--- config.mk ---
export PLATFORM = sky130hd
export DESIGN_NAME = accum_act_wb
export DESIGN_NICKNAME = d
export VERILOG_FILES = /design/src/rtl/accum_act_wb.sv
export SDC_FILE = /design/constraint.sdc
export NUM_CORES = 1
export LEC_CHECK = 0
export ABC_AREA = 0
export CAP_MARGIN = 0
export CORE_MARGIN = 10
export CORE_UTILIZATION = 55
export CTS_CLUSTER_DIAMETER = 100
export DETAILED_ROUTE_END_ITERATION = 12
export PLACE_DENSITY = 0.85
export SLEW_MARGIN = 5
export SYNTH_ARGS = -nofsm -noshare
export SYNTH_HDL_FRONTEND = slang
export SYNTH_SLANG_ARGS = --single-unit
--- constraint.sdc ---
create_clock -name clk -period 4.7 [get_ports clk]
set_clock_uncertainty 0.2 [all_clocks]
set_input_delay 0.94 -clock clk [delete_from_list [all_inputs] [get_ports clk]]
set_output_delay 0.94 -clock clk [all_outputs]
set_load 0.02 [all_outputs]
--- src/rtl/accum_act_wb.sv ---
// Accumulator write-back: reads psum rows, requantizes them (shift, saturate) and writes them to the output memory.
// Optional ReLU after saturation is enabled by defining ACCUM_ACT_RELU_EN.
module accum_act_wb #(
    parameter int SYS_COL     = 4,
    parameter int DATA_WIDTH  = 16,
    parameter int ADDR_WIDTH  = 8,
    parameter int SHIFT_WIDTH = 5
) (
    input  logic                             clk,
    input  logic                             rstn,
    input  logic                             start,
    input  logic [DATA_WIDTH-1:0]            num_row,
    input  logic [ADDR_WIDTH-1:0]            accum_base_addr,
    input  logic [ADDR_WIDTH-1:0]            out_base_addr,
    input  logic [SHIFT_WIDTH-1:0]           shift,
    output logic [SYS_COL-1:0]               accum_rd_en,
    output logic [SYS_COL*ADDR_WIDTH-1:0]    accum_rd_addr,
    input  logic [SYS_COL*2*DATA_WIDTH-1:0]  accum_rd_data,
    output logic [SYS_COL-1:0]               out_wr_en,
    output logic [SYS_COL*ADDR_WIDTH-1:0]    out_wr_addr,
    output logic [SYS_COL*DATA_WIDTH-1:0]    out_wr_data,
    output logic                             busy,
    output logic                             done
);

    localparam int PSUM_W = 2 * DATA_WIDTH;
    localparam logic signed [PSUM_W-1:0] SAT_MAX =
        {{(DATA_WIDTH+1){1'b0}}, {(DATA_WIDTH-1){1'b1}}};
    localparam logic signed [PSUM_W-1:0] SAT_MIN = ~SAT_MAX;

    typedef enum logic [1:0] {S_IDLE, S_READ, S_DRAIN, S_DONE} state_t;

    state_t                 state_reg;
    logic [DATA_WIDTH-1:0]  num_row_reg;
    logic [DATA_WIDTH-1:0]  row_cnt_reg;
    logic [ADDR_WIDTH-1:0]  rd_addr_reg;
    logic [ADDR_WIDTH-1:0]  out_base_reg;
    logic [SHIFT_WIDTH-1:0] shift_reg;
    logic                   rd_en_reg;
    logic                   rd_valid_reg;
    logic [ADDR_WIDTH-1:0]  rd_row_reg;
    logic                   wr_en_reg;
    logic [ADDR_WIDTH-1:0]  wr_addr_reg;
    logic                   busy_reg;
    logic                   done_reg;

    // Arithmetic shift floors toward -inf; saturation clips to the signed output range.
    function automatic logic [DATA_WIDTH-1:0] requant(
        input logic [PSUM_W-1:0]      psum,
        input logic [SHIFT_WIDTH-1:0] sh
    );
        logic signed [PSUM_W-1:0] shifted;
        logic [DATA_WIDTH-1:0]    sat;
        shifted = $signed(psum) >>> sh;
        if (shifted > SAT_MAX)
            sat = SAT_MAX[DATA_WIDTH-1:0];
        else if (shifted < SAT_MIN)
            sat = SAT_MIN[DATA_WIDTH-1:0];
        else
            sat = shifted[DATA_WIDTH-1:0];
`ifdef ACCUM_ACT_RELU_EN
        if (sat[DATA_WIDTH-1])
            sat = '0;
`endif
        return sat;
    endfunction

    always_ff @(posedge clk or negedge rstn) begin
        if (!rstn) begin
            state_reg    <= S_IDLE;
            num_row_reg  <= '0;
            row_cnt_reg  <= '0;
            rd_addr_reg  <= '0;
            out_base_reg <= '0;
            shift_reg    <= '0;
            rd_en_reg    <= 1'b0;
            rd_valid_reg <= 1'b0;
            rd_row_reg   <= '0;
            wr_en_reg    <= 1'b0;
            wr_addr_reg  <= '0;
            busy_reg     <= 1'b0;
            done_reg     <= 1'b0;
        end else begin
            // Read data arrives one cycle after the read; the write follows one cycle later.
            rd_valid_reg <= rd_en_reg;
            rd_row_reg   <= row_cnt_reg[ADDR_WIDTH-1:0];
            wr_en_reg    <= rd_valid_reg;
            wr_addr_reg  <= out_base_reg + rd_row_reg;

            case (state_reg)
                S_IDLE: begin
                    if (start) begin
                        num_row_reg  <= num_row;
                        out_base_reg <= out_base_addr;
                        shift_reg    <= shift;
                        row_cnt_reg  <= '0;
                        rd_addr_reg  <= accum_base_addr;
                        if (num_row == '0) begin
                            state_reg <= S_DONE;
                            done_reg  <= 1'b1;
                        end else begin
                            state_reg <= S_READ;
                            rd_en_reg <= 1'b1;
                            busy_reg  <= 1'b1;
                        end
                    end
                end
                S_READ: begin
                    if (row_cnt_reg == num_row_reg - DATA_WIDTH'(1)) begin
                        rd_en_reg <= 1'b0;
                        state_reg <= S_DRAIN;
                    end else begin
                        row_cnt_reg <= row_cnt_reg + DATA_WIDTH'(1);
                        rd_addr_reg <= rd_addr_reg + ADDR_WIDTH'(1);
                    end
                end
                S_DRAIN: begin
                    // Last row is being written when the write stage is active but nothing follows it.
                    if (wr_en_reg && !rd_valid_reg) begin
                        state_reg <= S_DONE;
                        busy_reg  <= 1'b0;
                        done_reg  <= 1'b1;
                    end
                end
                S_DONE: begin
                    done_reg  <= 1'b0;
                    state_reg <= S_IDLE;
                end
                default: state_reg <= S_IDLE;
            endcase
        end
    end

    generate
        for (genvar gi = 0; gi < SYS_COL; gi++) begin : g_col
            logic [DATA_WIDTH-1:0] wr_data_reg;

            always_ff @(posedge clk or negedge rstn) begin
                if (!rstn)
                    wr_data_reg <= '0;
                else if (rd_valid_reg)
                    wr_data_reg <= requant(accum_rd_data[gi*PSUM_W +: PSUM_W], shift_reg);
            end

            assign accum_rd_en[gi]                           = rd_en_reg;
            assign accum_rd_addr[gi*ADDR_WIDTH +: ADDR_WIDTH] = rd_addr_reg;
            assign out_wr_en[gi]                             = wr_en_reg;
            assign out_wr_addr[gi*ADDR_WIDTH +: ADDR_WIDTH]   = wr_addr_reg;
            assign out_wr_data[gi*DATA_WIDTH +: DATA_WIDTH]   = wr_data_reg;
        end
    endgenerate

    assign busy = busy_reg;
    assign done = done_reg;

endmodule

==> qor.txt, run 1 <==
1st-iter DRT viols: 2384
CTS clk-pin slew, worst paths: 0.08 ns
worst-path fanout max: 58
die height: 185 um
most frequent cells in the layout: clkdlybuf4s50_1 (304), nand2_1 (236), nor2_1 (159)
CTS root buf: clkbuf_16
Clock Path Buffers: 2
Final WS setup: 0.542 ns
number of synthesized flops with an enable pin: 0
Final Cycle Share: 0.885
max FFs per register: 64
Min Clock Period, post-route: 4.16 ns
fin nets: 2064
Post-CTS Repair Setup Buffers: 0
Slew Viols, Final: 0
Synth warnings: 0
io pins: 306
Top FF cell, synth: dfrtp_1
post-place setup slack: 0.430 ns
routed length per instance: 26.0 um
initial antenna violation count: 15
post-cts hold buffer count: 0
RSZ-0062 raised after global routing: no
number of global-route vias before repair: 14433
Core Area: 26800 um^2
Async S/R FF share, synth: 1.00
outcome: completed
DP Area: 17500 um^2
drt pass-1 iters: 6
final hold viol count: 0
clk_lat worst skew: 0.45 ns
Port Buffer Count: 305
P&R area growth vs syn: 22.0%
routed via count: 15236
Setup CP Type: flip-flop to flip-flop
Starting Density: 0.555
Cells after Synth: 1718
number of synthesized register bits: 140
largest net degree at the start of global routing: 91
Site Rows: 60
Required @ worst endpoint: 4.86 ns
Vias per Instance: 6.80
Fin Setup TNS: 0 ns
H-Tree Depth: 4
Worst slew margin: 0.261
post-route antenna net violation count: 0
DRC Markers: 0
Worst Hold Class: input pin to asynchronous set/reset pin
Filler Cell Count: 2196
CTS Sinks: 140
Final Util: 0.677
GRT overflow: 0
Design Area, Final: 18200 um^2
static leakage: 7.26 nW
leading cell type in the layout, fill and taps excluded: clkdlybuf4s50_1
sequential area share after synthesis: 0.235
Setup crit start kind: flip-flop
Worst Path Arrival: 4.32 ns
Setup Viol. Count Final: 0
full die area: 34000 um^2
wirelength, routed: 58300 um
CTS tree: done
syn avg cell area: 8.66 um^2
Die W: 185 um
max_cap viols: 0
CTS resizes: 0
Distinct cells, synth: 86
layout cell share with drive strength beyond 1: 0.145
first-pass GRT wire length: 88100 um
FMAX: 241 MHz
GP Congestion: 1.08
synthesized net count: 1901
Max rail drop VDD: 525 uV
HPWL Detailed: 44900 um
Mapped Area: 14900 um^2
worst slew pin tran: 1.11 ns
GRT Util Overall: 0.336
power per cell area: 786 nW/um^2
Inserted Clock Buffers: 17
Setup crit end kind: flip-flop
worst-case reg-to-reg path depth: 9
## synthesized netlist by cell type, drive strengths merged (7+ instances only)
library cell  number  area (um^2)
nand2            236          886
nor2             159          597
dfrtp            140         3500
buf              139          965
a21oi            128          641
mux2i            117         1180
o21ai            114          571
mux4              98         2230
mux2              77          867
clkbuf            63          236
inv               43          161
nand3             42          210
o22ai             29          181
nor3              28          156
a211oi            26          195
o211ai            22          170
nand4             18          113
o221ai            17          149
or4               17          128
nor4              16          121
a311oi            14          123
ha                14          175
xnor2             14          123
nand2b            11         68.8
xor2              10         87.6
o31ai              9         81.3
and3               8         50.1
a21o               7         52.6
a31oi              7         43.8
## cell families after synthesis
| group | share of synthesized area |
|---|---|
| DFF | 0.235 |
| AOI/OAI and AO/OA | 0.176 |
| adders and majority gates | 0.0131 |
| and+or+nand+nor | 0.182 |
| muxes | 0.288 |
| xor gates and xnor gates | 0.0141 |
| buffers and inverters | 0.0920 |
## critical path: stages, from the launching register on
cell	delay, ns
dfrtp_4	1.00
inv_1	0.58
a211oi_1	0.33
a211oi_1	0.08
a221o_1	0.37
or4_1	0.56
o311ai_2	0.28
buf_4	0.25
o21ai_0	0.21
a21oi_1	0.19
## stage by stage
step / std cells / hold slack, ns / power, mW
after floorplan: 1718 / 0.152 / 9.54
after global placement: 2203 / 0.289 / 12.4
after detailed placement: 2203 / 0.269 / 12.5
after CTS: 2235 / 0.288 / 14.0
after global routing: 2239 / 0.304 / 15.1
final: 2242 / 0.295 / 14.3
## power breakdown
part	switching (mW)	leakage [nW]	internal [mW]
Sequential	0.801	1.67	1.75
Combinational	5.93	5.29	4.33
Clock	0.735	0.300	0.728
## final cells by class
class / instances / area, um^2 / share of cell area
timing repair buffer: 346 / 3390 / 0.187
tap: 341 / 427 / 0.0235
multi-input combinational: 1331 / 10000 / 0.551
sequential: 140 / 3520 / 0.194
clock buffer: 17 / 425 / 0.0234
antenna: 7 / 17.5 / 0.000965
clock inverter: 15 / 199 / 0.0110
inverter: 45 / 169 / 0.00930
## final timing paths
check                                         startpoint                                    to  slack (ns)
min in group clk                 rd_row_reg[0]$_DFF_PN0_              wr_addr_reg[0]$_DFF_PN0_        0.30
worst max register to register  shift_reg[1]$_DFFE_PN0P_  g_col[2].wr_data_reg[14]$_DFFE_PN0P_        0.54
worst min-delay path                                rstn  g_col[0].wr_data_reg[15]$_DFFE_PN0P_        0.30
max in group asynchronous                           rstn            num_row_reg[9]$_DFFE_PN0P_        3.21
worst min register to register   rd_row_reg[0]$_DFF_PN0_              wr_addr_reg[0]$_DFF_PN0_        0.30
worst max-delay path            shift_reg[1]$_DFFE_PN0P_  g_col[2].wr_data_reg[14]$_DFFE_PN0P_        0.54
## routing by layer
layer	up-vias	GRT usage	share of wire
met5	-	0	0.0021
met4	16	0.106	0.031
met3	121	0.112	0.12
met2	1023	0.512	0.45
met1	7404	0.440	0.39
li1	6672	-	-
Power figures use the tool's default switching activity.
==> run 2: changes to the inputs <==
CORE_MARGIN = 5   (was 10)
==> run 2 against run 1 <==
Sequential share of layout area hardly changed. Worst hold slack worse by 0.020 ns. Non-clock buffer count stayed put. Clock-buffer cell count stayed put. Critical path depth is 2 lower. First-iteration DRC count is 4.1% lower. Sequential power is 2% higher. Worst setup slack worse by 0.016 ns. Global-route usage is 1.9 points higher. Power is 0.68% lower.
==> qor.txt, run 2 (synthesized netlist as in run 1, its figures left out) <==
outcome: completed
Placed Cells: 2203 (unchanged)
Slew Viols, Final: 0 (unchanged)
clk_lat worst skew: 0.44 ns (about the same)
power per cell area: 782 nW/um^2 (-0.62%)
Starting Density: 0.555 (unchanged)
Site Rows: 60 (unchanged)
post-route antenna net violation count: 0 (unchanged)
Sw Ratio: 0.520 (-0.00316)
Die W: 175 um (-5.4%)
Cell Count, Final, Fillers Out: 2242 (unchanged)
P&R area growth vs syn: 21.9% (about the same)
layout cell share with drive strength beyond 1: 0.145 (unchanged)
Min Clock Period, post-route: 4.17 ns (+0.0165 ns)
DRC Markers: 0 (unchanged)
final hold viol count: 0 (unchanged)
Filler Cell Count: 2170 (-1.2%)
io pins: 306 (unchanged)
net switching power: 7.37 mW (-1.3%)
fin nets: 2064 (unchanged)
Vias per Instance: 6.83 (+0.44%)
GRT Util Overall: 0.354 (+0.0185)
Post-CTS Repair Setup Buffers: 0 (unchanged)
Setup crit end kind: flip-flop
most frequent cells in the layout: clkdlybuf4s50_1 (304), nand2_1 (236), nor2_1 (159)
Required @ worst endpoint: 4.75 ns (-0.11 ns)
Seq pwr share: 0.184 (+0.005)
CTS Sinks: 140 (unchanged)
Setup crit start: shift_reg[1]$_DFFE_PN0P_
Comb power frac: 0.713 (-0.006)
CTS root buf: clkbuf_16
Worst Hold Class: input pin to asynchronous set/reset pin
worst-case reg-to-reg path depth: 7 (-2)
FF-to-FF setup slack: 0.53 ns (-0.02 ns)
Critical Path Sink: g_col[1].wr_data_reg[8]$_DFFE_PN0P_
drt pass-1 iters: 7 (+1)
largest net degree at the start of global routing: 91 (unchanged)
Clock Path Buffers: 2 (unchanged)
Multi-input gate area: 10000 um^2 (unchanged)
HPWL Detailed: 42300 um (-5.8%)
H-Tree Depth: 4 (unchanged)
worst-path fanout max: 52 (-10%)
P_int: 6.81 mW (about the same)
Final Cycle Share: 0.888 (+0.00351)
Final Util: 0.677 (about the same)
Worst Path Arrival: 4.22 ns (-0.10 ns)
die height: 175 um (-5.4%)
CTS clk-pin slew, worst paths: 0.08 ns (about the same)
routed length per instance: 24.7 um (-5.0%)
first-pass GRT wire length: 85500 um (-3.0%)
RSZ-0062 raised after global routing: no
Worst slew margin: 0.209 (-0.0517)
routed via count: 15303 (+0.44%)
post-cts hold buffer count: 0 (unchanged)
Setup CP Type: flip-flop to flip-flop
Clk pwr share: 0.102 (about the same)
Worst R2R Start: shift_reg[1]$_DFFE_PN0P_
FMAX: 240 MHz (-0.39%)
CTS tree: done
max_cap viols: 0 (unchanged)
GRT overflow: 0 (unchanged)
Max rail drop VDD: 677 uV (+29%)
Min Hold Slack: 0.276 ns (-0.0197 ns)
GP Congestion: 1.09 (+0.86%)
CTS resizes: 0 (unchanged)
Port Buffer Count: 305 (unchanged)
initial antenna violation count: 14 (-1)
Core Area: 26800 um^2 (unchanged)
number of global-route vias before repair: 14413 (-0.14%)
FF/Latch Area: 3520 um^2 (unchanged)
Inserted Clock Buffers: 17 (unchanged)
FF-to-FF End: g_col[1].wr_data_reg[8]$_DFFE_PN0P_
Setup Viol. Count Final: 0 (unchanged)
1st-iter DRT viols: 2286 (-4.1%)
Setup crit start kind: flip-flop
Fin Setup TNS: 0 ns (unchanged)
full die area: 30500 um^2 (-11%)
static leakage: 7.26 nW (about the same)
max FFs per register: 64 (unchanged)
leading cell type in the layout, fill and taps excluded: clkdlybuf4s50_1
wirelength, routed: 55400 um (-5.0%)
worst slew pin tran: 1.19 ns (+0.0776 ns)
run 2: routing by layer:
layer / global-route usage / vias to the layer above / share of wire
met5: 0.0128 / - / 0.0026
li1: - / 6681 / -
met4: 0.104 / 20 / 0.035
met1: 0.482 / 7321 / 0.39
met2: 0.541 / 1123 / 0.45
met3: 0.117 / 158 / 0.13
run 2: cell type report:
class,instances,area share
Inverter,45,0.00931
Multi-Input combinational cell,1331,0.552
Sequential cell,140,0.194
Tap cell,341,0.0235
Clock inverter,15,0.0104
Antenna cell,7,0.000965
Timing Repair Buffer,346,0.187
Clock buffer,17,0.0234
run 2: worst min path at each step:
stage	start	to	slack, ns	cells after the start
2_1_floorplan	row_cnt_reg[2]$_DFFE_PN0P_	rd_row_reg[2]$_DFF_PN0_	0.15	0
3_3_place_gp	out_base_reg[0]$_DFFE_PN0P_	wr_addr_reg[0]$_DFF_PN0_	0.29	1
3_5_place_dp	row_cnt_reg[5]$_DFFE_PN0P_	rd_row_reg[5]$_DFF_PN0_	0.29	0
4_1_cts	rstn	g_col[0].wr_data_reg[6]$_DFFE_PN0P_	0.29	1
5_1_grt	rstn	g_col[0].wr_data_reg[12]$_DFFE_PN0P_	0.31	1
6_report	rstn	g_col[0].wr_data_reg[6]$_DFFE_PN0P_	0.28	1
run 2: per-stage QoR:
step | setup slack [ns] | area, um^2 | power (mW)
6_report | 0.526 | 18100 | 14.2
5_1_grt | 0.263 | 18100 | 15.0
4_1_cts | 0.525 | 18100 | 13.9
3_5_place_dp | 0.367 | 17500 | 12.4
3_3_place_gp | 0.568 | 17500 | 12.2
2_1_floorplan | 1.19 | 14900 | 9.54
run 2: power groups by stage:
stage          Sequential, mW  Clock [mW]  Combinational, mW
6_report                 2.61        1.45               10.1
5_1_grt                  2.71        1.51               10.8
4_1_cts                  2.59        1.44               9.86
3_5_place_dp             2.61           0               9.81
3_3_place_gp             2.57           0               9.63
2_1_floorplan            2.56           0               6.98
run 2: critical path: stages, from the launching register on:
cell and delay [ns]:
dfrtp_4 0.89, buf_4 0.39, mux4_2 0.59, mux4_2 0.51, nand4_1 0.11, nor3_1 0.05
a21oi_1 0.90, o221ai_1 0.31
